<file path="src/rtl/rf_sched_pkg.sv">
// Shared defaults and requester indices for the register-file writeback scheduler.
package rf_sched_pkg;

  localparam int RF_XLEN    = 32;
  localparam int RF_AW      = 5;
  localparam int RF_NUM_REQ = 3;

  localparam int REQ_ALU = 0;
  localparam int REQ_LSU = 1;
  localparam int REQ_MDU = 2;

endpackage

</file>
<file path="src/rtl/rr_arbiter.sv">
// Combinational round-robin arbiter: first set request at or after ptr, wrapping modulo N.
module rr_arbiter #(
  parameter int N  = 3,
  parameter int PW = (N > 1) ? $clog2(N) : 1
) (
  input  logic [N-1:0]  req,
  input  logic [PW-1:0] ptr,
  output logic [N-1:0]  gnt,
  output logic [PW-1:0] gnt_idx,
  output logic          gnt_valid
);

  logic [PW:0]   sum;
  logic [PW-1:0] idx;

  // Walk the N candidate slots starting at ptr; the first requester found wins.
  always_comb begin
    gnt       = '0;
    gnt_idx   = '0;
    gnt_valid = 1'b0;
    sum       = '0;
    idx       = '0;
    for (int i = 0; i < N; i++) begin
      sum = {1'b0, ptr} + (PW+1)'(i);
      if (sum >= (PW+1)'(N)) begin
        sum = sum - (PW+1)'(N);
      end
      idx = sum[PW-1:0];
      if (!gnt_valid && req[idx]) begin
        gnt[idx]  = 1'b1;
        gnt_idx   = idx;
        gnt_valid = 1'b1;
      end
    end
  end

endmodule

</file>
<file path="src/rtl/rf_wb_scheduler.sv">
// Register-file write port sequencer: round-robin writeback arbitration, a registered
// commit stage and a per-register busy scoreboard that stalls decode on RAW/WAW hazards.
module rf_wb_scheduler
  import rf_sched_pkg::*;
#(
  parameter int NUM_REQ = RF_NUM_REQ,
  parameter int XLEN    = RF_XLEN,
  parameter int AW      = RF_AW
) (
  input  logic                    clk,
  input  logic                    res_n,
  input  logic [NUM_REQ-1:0]      wb_valid,
  input  logic [NUM_REQ*AW-1:0]   wb_rd,
  input  logic [NUM_REQ*XLEN-1:0] wb_data,
  output logic [NUM_REQ-1:0]      wb_ready,
  input  logic                    iss_valid,
  input  logic [AW-1:0]           iss_rd,
  input  logic [AW-1:0]           iss_rs1,
  input  logic [AW-1:0]           iss_rs2,
  input  logic                    iss_wr,
  output logic                    iss_stall,
  output logic                    rf_wr_en,
  output logic [AW-1:0]           rd_addr,
  output logic [XLEN-1:0]         wr_data
);

  localparam int PW   = (NUM_REQ > 1) ? $clog2(NUM_REQ) : 1;
  localparam int NREG = 1 << AW;

  logic [PW-1:0]      rr_ptr;
  logic [NUM_REQ-1:0] arb_gnt;
  logic [PW-1:0]      arb_idx;
  logic               arb_valid;
  logic               grant;
  logic [AW-1:0]      sel_rd;
  logic [XLEN-1:0]    sel_data;
  logic [NREG-1:0]    busy;
  logic [NREG-1:0]    busy_set;
  logic [NREG-1:0]    busy_clr;
  logic [NREG-1:0]    busy_nxt;
  logic               iss_accept;

  rr_arbiter #(.N(NUM_REQ), .PW(PW)) u_arb (
    .req       (wb_valid),
    .ptr       (rr_ptr),
    .gnt       (arb_gnt),
    .gnt_idx   (arb_idx),
    .gnt_valid (arb_valid)
  );

  // Grants are suppressed while in reset so a pending request is never consumed.
  assign grant    = res_n && arb_valid;
  assign wb_ready = res_n ? arb_gnt : '0;

  always_comb begin
    sel_rd   = '0;
    sel_data = '0;
    for (int i = 0; i < NUM_REQ; i++) begin
      if (arb_gnt[i]) begin
        sel_rd   = wb_rd[i*AW +: AW];
        sel_data = wb_data[i*XLEN +: XLEN];
      end
    end
  end

  assign iss_stall  = iss_valid && (busy[iss_rs1] || busy[iss_rs2] || (iss_wr && busy[iss_rd]));
  assign iss_accept = iss_valid && !iss_stall && iss_wr && (iss_rd != '0);

  // Set is applied after clear so a same-edge issue of the committing register stays busy.
  always_comb begin
    busy_set = '0;
    busy_clr = '0;
    if (iss_accept) begin
      busy_set[iss_rd] = 1'b1;
    end
    if (grant && (sel_rd != '0)) begin
      busy_clr[sel_rd] = 1'b1;
    end
    busy_nxt = (busy & ~busy_clr) | busy_set;
    busy_nxt[0] = 1'b0;
  end

  always_ff @(posedge clk or negedge res_n) begin
    if (!res_n) begin
      busy     <= '0;
      rr_ptr   <= '0;
      rf_wr_en <= 1'b0;
      rd_addr  <= '0;
      wr_data  <= '0;
    end else begin
      busy     <= busy_nxt;
      rf_wr_en <= grant && (sel_rd != '0);
      if (grant) begin
        rr_ptr  <= (arb_idx == PW'(NUM_REQ-1)) ? '0 : arb_idx + PW'(1);
        rd_addr <= sel_rd;
        wr_data <= sel_data;
      end
    end
  end

endmodule
</file>
<file path="config.mk">
export PLATFORM = sky130hd
export DESIGN_NAME = rf_wb_scheduler
export DESIGN_NICKNAME = d
export VERILOG_FILES = /design/src/rtl/rf_sched_pkg.sv /design/src/rtl/rr_arbiter.sv /design/src/rtl/rf_wb_scheduler.sv
export SDC_FILE = /design/constraint.sdc
export NUM_CORES = 1
export LEC_CHECK = 0
export BUFFER_PORTS_ARGS = -buffer_cell sky130_fd_sc_hd__buf_2
export CORE_ASPECT_RATIO = 2
export CORE_MARGIN = 2
export CORE_UTILIZATION = 40
export CTS_CLUSTER_SIZE = 24
export DETAILED_ROUTE_END_ITERATION = 7
export PLACE_DENSITY = 0.67
export SKIP_LAST_GASP = 1
export SLEW_MARGIN = 20
export SYNTH_ARGS = -nofsm -noshare
export SYNTH_HDL_FRONTEND = slang
export SYNTH_HIERARCHICAL = 1
export SYNTH_SLANG_ARGS = --single-unit
</file>
<file path="constraint.sdc">
create_clock -name clk -period 3.15 [get_ports clk]
set_input_delay 0.315 -clock clk [delete_from_list [all_inputs] [get_ports clk]]
set_output_delay 0.315 -clock clk [all_outputs]
set_load 0.05 [all_outputs]
</file>
==> flow_metrics.py <==
metrics = {
    "grt": {
        "grt_overflow": 0,
        "grt_first_pass_wirelength_mm": 26.0,
        "grt_max_degree": 45,
        "grt_use_total_pct": 26.8,
        "antenna_found_initial": 0,
        "grt_pass1_vias": 4983,
    },
    "drt": {
        "wl_per_cell_um": 20.6,
        "detail_route.iter0.violations": 414,
        "vias": 4941,
        "drc_errors": 0,
        "viasPerCell": 6.13,
        "firstDrtPassIters": 5,
        "ant_nets": 0,
        "wirelength_mm": 16.6,
    },
    "timing": {
        "finClkSkew_ps": 8.56,
        "fmax_mhz": 329,
        "hold_slack_ps": 265,
        "finalSetupViolations": 0,
        "relSlewSlack_pct": 51.3,
        "finalCriticalPeriod_ps": 3040,
        "tightest_slew_ps": 729,
        "rsz0062_at_grt": "no",
        "slew_violations": 0,
        "setup_slack_ps": 112,
        "finalHoldViolCount": 0,
        "fin_crit_sh_pct": 96.4,
    },
    "placement": {
        "place_congestion": 0.926,
        "place.detailed.hpwl_mm": 13.2,
        "dp_cells": 788,
        "place_ws_ps": -47.0,
        "port_buffers": 174,
        "dpl_cell_area_um2": 5760,
    },
    "clock_network": {
        "cts_max_level": 3,
        "cts_sinks": 71,
        "cts_inserted_buffers": 9,
        "clkLatencyLatePin_ps": 340,
        "clockBufferDepth": 2,
        "cts_tree": "built",
        "cts_root_buffer": "clkbuf_16",
        "path_clk_slew_ps": 60,
    },
    "pwr": {
        "report.power.total_mw": 6.81,
        "leakagePower_nw": 2.80,
        "p_clk_share_pct": 15.0,
        "intPower_mw": 3.45,
        "vdd_drop_max_mv": 0.648,
        "comb_power_share_pct": 61.8,
        "power_frac_seq_pct": 23.2,
        "switching_share_pct": 49.4,
        "powerDensity_nw_per_um2": 1110,
        "p_switching_mw": 3.36,
    },
    "worst_setup_path": {
        "slowest_delay_ps": 570,
        "cp.required_ps": 2830,
        "cp-end-kind": "output port",
        "crit_path_max_fanout": 19,
        "cpMaxStageDelayCell": "mux4_1",
        "r2r_end": "busy[29]$_DFF_PN0_",
        "crit-reg2reg-launch": "rr_ptr[0]$_DFFE_PN0P_",
        "arrival_ps": 2720,
        "cp-start-kind": "flip-flop",
        "worstPathCellList": "mux4_1, mux4_2, a2bb2oi_1, a22o_4, o21a_1, buf_2",
        "critPathKind": "flip-flop to output port",
        "reg2reg_depth": 12,
        "cp_top_family": "multiplexers",
        "reg2reg_slack_ps": 160,
        "path_buf_inv": 1,
    },
    "floorplan": {
        "die_width_um": 80.8,
        "core_um2": 11600,
        "rows": 56,
        "io_pins": 175,
        "die-area_um2": 12700,
        "initial_utilization_pct": 40.6,
        "die_height_um": 158,
    },
    "synthesis": {
        "synthFlopType": "dfrtp_1",
        "ys_top_cells_by_count": "107 x o21ai_0, 71 x dfrtp_1, 57 x nand2_1, 32 x a221o_1, 29 x clkbuf_1",
        "synth_edf_count": 0,
        "syn-num-nets": 626,
        "netlist.top_cell.by_area": "dfrtp_1",
        "async_reset_ff_share_pct": 100,
        "yosysTopAreaCellShare_pct": 37.6,
        "synthTopCellsByArea": "dfrtp_1 38%, o21ai_0 11%, a221o_1 6.8%",
        "synth_cells": 489,
        "netlist_area_um2": 4720,
        "yosysMostFrequentCell": "o21ai_0",
        "ys_warn_count": 6,
        "netlist-cell-type-count": 53,
        "avgSynthCellArea_um2": 9.66,
        "ys_seq_area_share_pct": 37.6,
        "synth_seq_cells": 71,
    },
    "final_layout": {
        "fin_nets": 794,
        "area_growth_pct": 30.3,
        "fin_area_um2": 6150,
        "diodes": 0,
        "drive_gt1_share_pct": 38.9,
        "final_cells": 806,
        "fillers": 1139,
    },
    "worst_hold_path": {
        "hold_path_depth": 3,
        "holdPathEnd": "wr_data[17]$_DFFE_PN0P_",
        "min_from": "wb_data[81]",
        "holdCritPathClass": "input pin to flip-flop",
    },
    "status": {
        "run_status": "completed",
    },
    "job": {
        "maxCapViolCount": 0,
    },
}
## power groups by stage
stage	Clock [mW]	Sequential, mW	Combinational, mW
global route	1.07	1.62	4.59
floorplan	0	2.19	2.28
CTS	1.03	1.57	4.08
finish	1.02	1.58	4.21
global placement	0	1.57	3.98
detailed placement	0	1.58	4.07
## how the worst max path moves through the flow
stage / from / to / cells after the start
floorplan: rr_ptr[1]$_DFFE_PN0P_ / busy[31]$_DFF_PN0_ / 12
global placement: rr_ptr[1]$_DFFE_PN0P_ / wr_data[27]$_DFFE_PN0P_ / 10
detailed placement: rr_ptr[1]$_DFFE_PN0P_ / busy[17]$_DFF_PN0_ / 11
CTS: rr_ptr[0]$_DFFE_PN0P_ / busy[17]$_DFF_PN0_ / 12
global route: rr_ptr[0]$_DFFE_PN0P_ / busy[31]$_DFF_PN0_ / 12
finish: busy[22]$_DFF_PN0_ / iss_stall / 6
## metrics by stage
step                TNS, ps  util, %
finish                    0     52.9
global route              0     52.9
CTS                       0     52.2
detailed placement    -47.0     49.6
global placement          0     49.5
floorplan                 0        -
## state kept, by name (all words and copies together), names as in the netlist
name and cells:
rr_ptr 2, rf_wr_en 1, wr_data 32, rd_addr 5, busy 31
## layer usage
metal	up-vias	routed length, um	GRT usage [%]
met2	281	8980	48.6
met3	59	1150	5.42
li1	2255	-	-
met5	-	0	0
met1	2346	5570	28.2
met4	0	893	14.5
## worst min-delay path: cells and delay by family
family | cells | cell delay [ps]
compound gates | 2 | 180
buf+inv | 1 | 70
## final cells by class
type / count / area (um2) / share of cell area, %
inverter: 8 / 30.0 / 0.488
clock buffer: 10 / 239 / 3.88
timing repair buffer: 199 / 1060 / 17.3
multi-input combinational: 368 / 2800 / 45.5
tap: 145 / 181 / 2.95
clock inverter: 5 / 58.8 / 0.955
sequential: 71 / 1780 / 28.9
## cell families (layout without fill, tap and decap cells)
group / after synthesis / in the layout / share of synthesized area, %
buffers and inverters: 50 / 222 / 4.93
AO/OA/AOI/OAI: 207 / 207 / 30.2
AND/OR/NAND/NOR: 123 / 123 / 13.2
adder cells (fa/ha/maj): 4 / 4 / 1.06
flip-flops: 71 / 71 / 37.6
multiplexers: 34 / 34 / 13.0
## what timing repair did
action                                  4_1_cts  5_1_grt
setup buffers                                 0        2
endpoints found under the hold margin        18        0
pin swaps                                     0        1
endpoints found under the setup margin        6       32
gates resized for setup                       1       19
hold buffers                                  1        0
## cells in the final DEF (no fill, tap or decap), types with 7 or more instances in the layout
cell type	Yosys	layout
dfrtp_1	71	69
clkbuf_16	0	9
mux2i_1	13	13
or3_1	10	8
a221o_1	32	32
o21ai_0	107	102
a21oi_1	7	7
buf_2	6	173
inv_1	8	8
o41ai_1	25	25
nand3b_1	11	11
nand2_1	57	55
mux4_2	13	13
buf_4	0	25
nor2b_1	8	7
(Power assumes the default switching activity.)
